File: src/rtl/ts_write_sched.sv
// Write scheduler for the shared sound-chip bus (YM1, YM2, SAA1099): buffers host
// writes and replays them in order with a fixed setup/strobe/hold shape and per-chip recovery.
module ts_write_sched #(
    parameter int FIFO_DEPTH   = 8,
    parameter int SETUP        = 2,
    parameter int WR_PULSE     = 4,
    parameter int HOLD         = 2,
    parameter int YM_ADDR_WAIT = 160,
    parameter int YM_DATA_WAIT = 780,
    parameter int SAA_WAIT     = 8
) (
    input  logic       clk32,
    input  logic       rst,
    input  logic       req_valid,
    input  logic [1:0] req_chip,
    input  logic       req_a0,
    input  logic [7:0] req_data,
    output logic       req_ready,
    input  logic       flush,
    output logic       busy,
    output logic       err_drop,
    output logic [2:0] bus_cs_n,
    output logic       bus_a0,
    output logic       bus_wr_n,
    output logic [7:0] bus_d,
    output logic       bus_d_oe,
    output logic [1:0] dbg_state
);

    localparam int AW = $clog2(FIFO_DEPTH);
    localparam int CW = AW + 1;
    // Phase counter covers SETUP/WR_PULSE/HOLD values up to 256 cycles.
    localparam int PW = 8;

    typedef struct packed {
        logic [1:0] chip;
        logic       a0;
        logic [7:0] data;
    } entry_t;

    typedef enum logic [1:0] {
        ST_IDLE,
        ST_SETUP,
        ST_STROBE,
        ST_HOLD
    } state_t;

    // Handshake: a request transfers on every clk32 edge where req_valid && req_ready;
    // req_ready depends only on FIFO fullness and rst, never on req_valid.
    entry_t          mem [FIFO_DEPTH];
    logic [AW-1:0]   wr_ptr;
    logic [AW-1:0]   rd_ptr;
    logic [CW-1:0]   count;
    logic            head_vld;
    entry_t          head;
    logic            full;
    logic            accept;
    logic            push;
    logic            pop;

    state_t          state;
    state_t          state_nxt;
    logic [PW-1:0]   phase;
    logic            go;
    logic            hold_done;
    logic            pop_ok;
    entry_t          tx_q;
    entry_t          tx_nxt;

    logic [9:0]      tmr [3];
    logic [9:0]      head_tmr;
    logic [9:0]      tmr_load;

    assign full      = (count == CW'(FIFO_DEPTH));
    assign req_ready = !full && !rst;
    assign accept    = req_valid && req_ready;
    assign push      = accept && (req_chip != 2'd3);
    assign pop       = hold_done && pop_ok;
    assign head      = mem[rd_ptr];
    assign busy      = (count != '0) || (state != ST_IDLE);
    assign dbg_state = state;
    assign tx_nxt    = go ? head : tx_q;

    always_ff @(posedge clk32) begin
        if (push) begin
            mem[wr_ptr] <= '{chip: req_chip, a0: req_a0, data: req_data};
        end
    end

    // head_vld lags the FIFO by one cycle so a freshly pushed entry is seen a cycle later,
    // while an entry that was already queued behind a popped head is eligible at once.
    always_ff @(posedge clk32) begin
        if (rst) begin
            wr_ptr   <= '0;
            rd_ptr   <= '0;
            count    <= '0;
            head_vld <= 1'b0;
        end else if (flush) begin
            rd_ptr   <= wr_ptr;
            wr_ptr   <= push ? wr_ptr + 1'b1 : wr_ptr;
            count    <= push ? CW'(1) : '0;
            head_vld <= 1'b0;
        end else begin
            if (push) begin
                wr_ptr <= wr_ptr + 1'b1;
            end
            if (pop) begin
                rd_ptr <= rd_ptr + 1'b1;
            end
            case ({push, pop})
                2'b10:   count <= count + 1'b1;
                2'b01:   count <= count - 1'b1;
                default: count <= count;
            endcase
            head_vld <= pop ? (count >= CW'(2)) : (count != '0);
        end
    end

    always_ff @(posedge clk32) begin
        if (rst) begin
            err_drop <= 1'b0;
        end else begin
            err_drop <= accept && (req_chip == 2'd3);
        end
    end

    always_comb begin
        case (head.chip)
            2'd1:    head_tmr = tmr[1];
            2'd2:    head_tmr = tmr[2];
            default: head_tmr = tmr[0];
        endcase
    end

    always_comb begin
        if (tx_q.chip == 2'd2) begin
            tmr_load = 10'(SAA_WAIT);
        end else if (tx_q.a0) begin
            tmr_load = 10'(YM_DATA_WAIT);
        end else begin
            tmr_load = 10'(YM_ADDR_WAIT);
        end
    end

    always_ff @(posedge clk32) begin
        for (int i = 0; i < 3; i++) begin
            if (rst) begin
                tmr[i] <= '0;
            end else if (hold_done && (tx_q.chip == 2'(i))) begin
                tmr[i] <= tmr_load;
            end else if (tmr[i] != '0) begin
                tmr[i] <= tmr[i] - 1'b1;
            end
        end
    end

    always_comb begin
        state_nxt = state;
        go        = 1'b0;
        hold_done = 1'b0;
        case (state)
            ST_IDLE: begin
                if (head_vld && (head_tmr == '0)) begin
                    state_nxt = ST_SETUP;
                    go        = 1'b1;
                end
            end
            ST_SETUP: begin
                if (phase == PW'(SETUP - 1)) begin
                    state_nxt = ST_STROBE;
                end
            end
            ST_STROBE: begin
                if (phase == PW'(WR_PULSE - 1)) begin
                    state_nxt = ST_HOLD;
                end
            end
            ST_HOLD: begin
                if (phase == PW'(HOLD - 1)) begin
                    state_nxt = ST_IDLE;
                    hold_done = 1'b1;
                end
            end
            default: state_nxt = ST_IDLE;
        endcase
    end

    always_ff @(posedge clk32) begin
        if (rst) begin
            state <= ST_IDLE;
            phase <= '0;
        end else begin
            state <= state_nxt;
            phase <= (state_nxt != state) ? '0 : phase + 1'b1;
        end
    end

    // A flush while the transaction is in flight means its FIFO slot is already gone.
    always_ff @(posedge clk32) begin
        if (rst) begin
            tx_q   <= '0;
            pop_ok <= 1'b0;
        end else begin
            if (go) begin
                tx_q   <= head;
                pop_ok <= !flush;
            end else if (flush) begin
                pop_ok <= 1'b0;
            end
        end
    end

    // Bus pins are registered from the next state so CS rises/falls on the state edge.
    always_ff @(posedge clk32) begin
        if (rst) begin
            bus_cs_n <= 3'b111;
            bus_wr_n <= 1'b1;
            bus_d_oe <= 1'b0;
            bus_d    <= '0;
            bus_a0   <= 1'b0;
        end else if (state_nxt != ST_IDLE) begin
            bus_cs_n <= ~(3'b001 << tx_nxt.chip);
            bus_wr_n <= (state_nxt != ST_STROBE);
            bus_d_oe <= 1'b1;
            bus_d    <= tx_nxt.data;
            bus_a0   <= tx_nxt.a0;
        end else begin
            bus_cs_n <= 3'b111;
            bus_wr_n <= 1'b1;
            bus_d_oe <= 1'b0;
        end
    end

endmodule

File: config.mk
export PLATFORM = sky130hd
export DESIGN_NAME = ts_write_sched
export DESIGN_NICKNAME = d
export VERILOG_FILES = /design/src/rtl/ts_write_sched.sv
export SDC_FILE = /design/constraint.sdc
export NUM_CORES = 1
export LEC_CHECK = 0
export BUFFER_PORTS_ARGS = -buffer_cell sky130_fd_sc_hd__buf_2
export CELL_PAD_IN_SITES_DETAIL_PLACEMENT = 0
export CELL_PAD_IN_SITES_GLOBAL_PLACEMENT = 1
export CORE_ASPECT_RATIO = 1.5
export CORE_MARGIN = 2
export CORE_UTILIZATION = 48
export CTS_BUF_LIST = sky130_fd_sc_hd__clkbuf_4 sky130_fd_sc_hd__clkbuf_8
export DETAILED_ROUTE_END_ITERATION = 16
export GPL_TIMING_DRIVEN = 0
export PLACE_DENSITY_LB_ADDON = 0.25
export REMOVE_ABC_BUFFERS = 1
export SYNTH_ARGS = -nofsm -noshare
export SYNTH_HDL_FRONTEND = slang
export SYNTH_SLANG_ARGS = --single-unit
File: constraint.sdc
create_clock -name clk32 -period 3.3 [get_ports clk32]
set_input_delay 0.495 -clock clk32 [delete_from_list [all_inputs] [get_ports clk32]]
set_output_delay 0.495 -clock clk32 [all_outputs]
set_load 0.02 [all_outputs]
==> Word level (Yosys, flattened, before mapping) <==
Memory sizes are Yosys's and may differ from the RTL's. A register that Yosys moved wholly into a read port is not among the register bits.
Cells that the tools add are included.
{ "totals": {"mem_bits_ro": 0, "latchBits": 0, "ram_bits": 118, "elab_cells": 135, "memories": 2, "reg_bits": 48, "inputBits": 15} }
{ "op_classes": {"mul": 0, "shifts": 1, "n_reduce_logical": 28, "magnitude_cmp": 1, "n_bitwise": 8, "n_addsub": 8, "div_mod_pow": 0, "eq_ne": 16, "mux": 55} }
{ "mem_list": {"columns": ["memory", "words", "width", "rd", "rd_clocked_by_memory_dff", "wr", "line_no", "rtl"], "rows": [
  ["mem", 8, 11, 1, 1, 1, "50", "entry_t mem [FIFO_DEPTH];"],
  ["tmr", 3, 10, 3, 0, 3, "70", "logic [9:0] tmr [3];"]
]} }
{ "ops": {"columns": ["operator", "n"], "rows": [
  ["$mux 10", 8],
  ["$mux 1", 34],
  ["$reduce_bool 10->1", 3],
  ["$sub 10x1->10 const B", 3],
  ["$pmux 10 s2", 1],
  ["$eq 2x2->1 const B", 6],
  ["$mux 3", 4],
  ["$mux 11", 1],
  ["$logic_not 10->1", 1],
  ["$logic_and 1x1->1", 9],
  ["$add 8x1->8 const B", 1],
  ["$eq 2x1->1 const B", 4],
  ["$eq 8x1->1 const B", 1],
  ["$eq 8x2->1 const B", 1],
  ["$mux 2", 4],
  ["$pmux 2 s4", 1],
  ["$pmux 4 s2", 1],
  ["$reduce_bool 2->1", 4],
  ["$add 3x1->3 const B", 2],
  ["$or 1x1->1", 6],
  ["$reduce_or 2->1", 3],
  ["$add 4x1->4 const B", 1],
  ["$eq 4x4->1 const B", 1],
  ["$ge 4x2->1 const B", 1],
  ["12 further kinds", 16]
]} }

==> Logic depth before layout (Yosys ltp) <==
{ "logic_depth": {"ltp_word": 9, "depth_mapped": 12, "depth_no_buf": 12} }

==> Worst setup path before layout <==
No wires, ideal clock.
{ "synth_path": {"kind": "reg-to-reg", "start": "register state[0], in the netlist dbg_state[0]", "end": "register count[3]", "path_stages_with_launch": 11, "arrival_time_ps": 3029, "path_slack_ps": 155, "path_buffers": 0, "synth_period_minus_slack_ps": 3145, "t_required_ps": 3184, "path_cell_list": "dfxtp_1 -> nor4bb_1 -> nand4_2 -> or2_2 -> inv_1 -> ha_1 -> a21o_1 -> a21o_1 -> and3_1 -> or3_1 -> and3_1"} }
{ "synth_via": {"elab_chain_len": 6, "elab_cells_between_ends": 8} }
{ "synth_lines": {"columns": ["item", "line_no", "rtl"], "rows": [
  ["start: declaration", "61", "state_t state;"],
  ["start signal: assignment", "193", "state <= state_nxt;"],
  ["$eq 2x2->1 *", "161", "case (state)"],
  ["$mux 1 *", "161", null],
  ["$logic_and 1x1->1 *", "78", "assign pop = hold_done && pop_ok;"],
  ["$eq 2x1->1 or $eq 2x2->1 (tied branches)", "110", "case ({push, pop})"],
  ["$pmux 4 s2", "110", null],
  ["$mux 4", "98", "end else if (flush) begin"],
  ["end signal: assignment", "101", "count <= push ? CW'(1) : '0;"],
  ["end signal: assignment", "111", "2'b10: count <= count + 1'b1;"],
  ["end signal: assignment", "112", "2'b01: count <= count - 1'b1;"],
  ["end: declaration", "53", "logic [CW-1:0] count;"]
]} }
Mark *: on every way between the ends. The rest lies on a longest branch, timed or not.
A chain may end at the register's enable or synchronous reset.

==> impl_results.md <==
* R2R depth at 7
* Lkg Pwr at 2.78 nW
* DR DRC count at 0
* First-pass GRT wire length at 22.2 mm
* Row Count at 54
* RSZ-0062 raised after global routing: no
* Root Buffer Master: clkbuf_8
* Sequential Power Share at 54.9%
* Hold Crit Class: in2reg
* DR pass1 iterations at 4
* H-tree depth at 4
* Worst-Skew Late Latency at 430 ps
* Main flop type after synthesis: edfxtp_1
* Largest net degree at the start of global routing at 47
* Yosys top cell by area: edfxtp_1
* Post-synthesis cell count at 532
* Synthesized flop and latch total at 169
* Achievable Freq at 0.324 GHz
* GRT Resource Usage Total at 17.8%
* Pwr Total at 4.83 mW
* Hold Crit Depth at 3
* Startpoint Class: register
* Status: completed
* Internal Dissipation at 3.41 mW
* Switching share of power at 29.4%
* Fin. Hold Viols at 0
* Synth-to-layout area growth at 11.1%
* Pwr dens at 605 nW/um2
* Vias per cell at 5.46
* Die Width at 104 um
* Max-cap viol count at 0
* Dpl cell area at 7560 um2
* Top-count cell post-synth: edfxtp_1
* Worst rel slew slack at 13.6%
* Die H at 154 um
* Clk pwr share at 27.2%
* Worst-path clk slew at 90 ps
* Initial antenna violation count at 0
* Final Net Count at 597
* Initial Util at 49.3%
* Avg Inst Size Synth at 13.5 um2
* Cell variety after synth at 55
* Worst EP arrival at 3410 ps
* Port Buffer Count at 33
* Post-synthesis sequential area ratio at 63.5%
* GP Congestion at 0.784
* Cts bufs inserted at 17
* Core area at 14600 um2
* Critical path class: reg2reg
* Post-synth top cells: 118 x edfxtp_1, 60 x nor2_1, 51 x dfxtp_1
* Clk sinks at 169
* Design area at 7990 um2
* Comb power frac at 18.0%
* Slew @ Worst Pin at 1290 ps
* Switch Pwr at 1.42 mW
* Routed wire per std cell at 17.7 um
* Final worst path period share at 93.6%
* Post-Place Setup Slack at -375 ps
* Post-synth EDFFs at 118
* Vias in the first global route at 4372
* Setup violations, final at 0
* Clock skew at 11.5 ps
* CTS Buffer Depth at 2
* Synth async-reset ratio at 0%
* Min cycle time layout at 3090 ps
* Crit path required time at 3620 ps
* Hold Crit Start: req_valid
* DR vias at 4246
* Yosys warning count at 0
* Overall routed net length at 13.8 mm
* Violation count after the first detailed-route iteration at 152
* Total global routing overflow at 0
* Share of cells above drive strength 1 at 20.5%
* Routed Antenna Nets at 0
* Io pins at 34
* Area contributors post-synth: edfxtp_1 49%, dfxtp_1 14%, mux4_2 6.9%, nor2_1 3.1%, xnor2_1 2.8%
* Fin util at 54.7%
* CTS tree: yes
* Die ar. at 16000 um2
* Post-Syn Area at 7190 um2
* # diodes at 0
* Synth top area share at 49.3%
* Detailed Place HPWL at 9.16 mm
* Setup_tns at 0 ps
* Worst vdd ir at 0.326 mV
* Max-slew violation count at 0
* Worst-path maximum fanout at 25
* Final worst-path setup slack at 211 ps
* CP endpoint kind: register
[stage by stage]
step | instances | hold WS [ps]
final | 777 | 283
after global routing | 777 | 258
after CTS | 776 | 266
after detailed placement | 743 | 460
after global placement | 739 | 453
after floorplan | 510 | 441
[repair_timing]
item,CTS,global route
resized for setup,5,3
hold buffers,0,0
endpoints found under the setup margin,34,29
cloned,0,0
buffers inserted,1,1
[layout by cell type, fill, tap and decap left out, drive strengths merged, types with 6 or more instances in the layout]
| master | instances |
|---|---|
| nor2 | 60 |
| a21oi | 29 |
| nor3 | 17 |
| dfxtp | 51 |
| a32oi | 9 |
| o21ai | 26 |
| ha | 13 |
| clkinv | 6 |
| edfxtp | 118 |
| clkbuf | 17 |
| nand2 | 19 |
| mux4 | 22 |
| or4 | 6 |
| mux2 | 11 |
| buf | 39 |
| xor2 | 12 |
| nand3 | 20 |
| inv | 25 |
| xnor2 | 23 |
[power groups by stage]
stage / combinational (mW) / clock, mW / sequential, mW
2_1_floorplan: 0.663 / 0 / 2.66
3_3_place_gp: 0.831 / 0 / 2.69
3_5_place_dp: 0.857 / 0 / 2.70
4_1_cts: 0.872 / 1.34 / 2.65
5_1_grt: 0.983 / 1.43 / 2.68
6_report: 0.867 / 1.31 / 2.65
[logic make-up (layout without fill, tap and decap cells)]
group / Yosys count / in the layout / synth area share [%]
muxes: 38 / 38 / 9.31
AOI/OAI and AO/OA: 84 / 84 / 7.59
and+or+nand+nor: 153 / 153 / 10.6
DFF: 169 / 169 / 63.5
adders and majority gates: 14 / 14 / 2.54
xor gates and xnor gates: 35 / 35 / 4.26
buffers and inverters: 39 / 88 / 2.19
[flip-flops by register name (all words and copies together), names as in the netlist, 2 cells and up, named ones only]
register   flops
wr_ptr         3
dbg_state      2
tmr           30
phase          8
bus_cs_n       3
count          4
bus_d          8
rd_ptr         3
tx_q          11
mem           88
[worst paths after layout]
check	to	slack, ps
min reg2reg	tx_q[4]	470
max reg2reg	phase[6]	210
max	phase[6]	210
min	err_drop	280
[routing by layer]
metal	share of wire (%)	vias to the layer above	global-route usage (%)
li1	-	2090	-
met1	42	2073	21.4
met2	54	66	32.3
met3	2.2	17	3.14
met4	1.4	0	6.11
met5	0	-	0
[final cells by class]
type	count	area (um2)
clock inverter	15	116
timing repair buffer	39	235
sequential	169	4570
tap	196	245
multi-input combinational	324	2520
inverter	17	63.8
clock buffer	17	234
fill	1280	6610
[worst max-delay path: stages, from the launching register on]
cell      delay, ps
dfxtp_4         540
mux4_2          530
mux2i_1         340
ha_1            340
nand2b_1        190
a221o_2         550
a41oi_4         380
nor2_1           90
No activity file was read; power rests on OpenSTA's default activity.
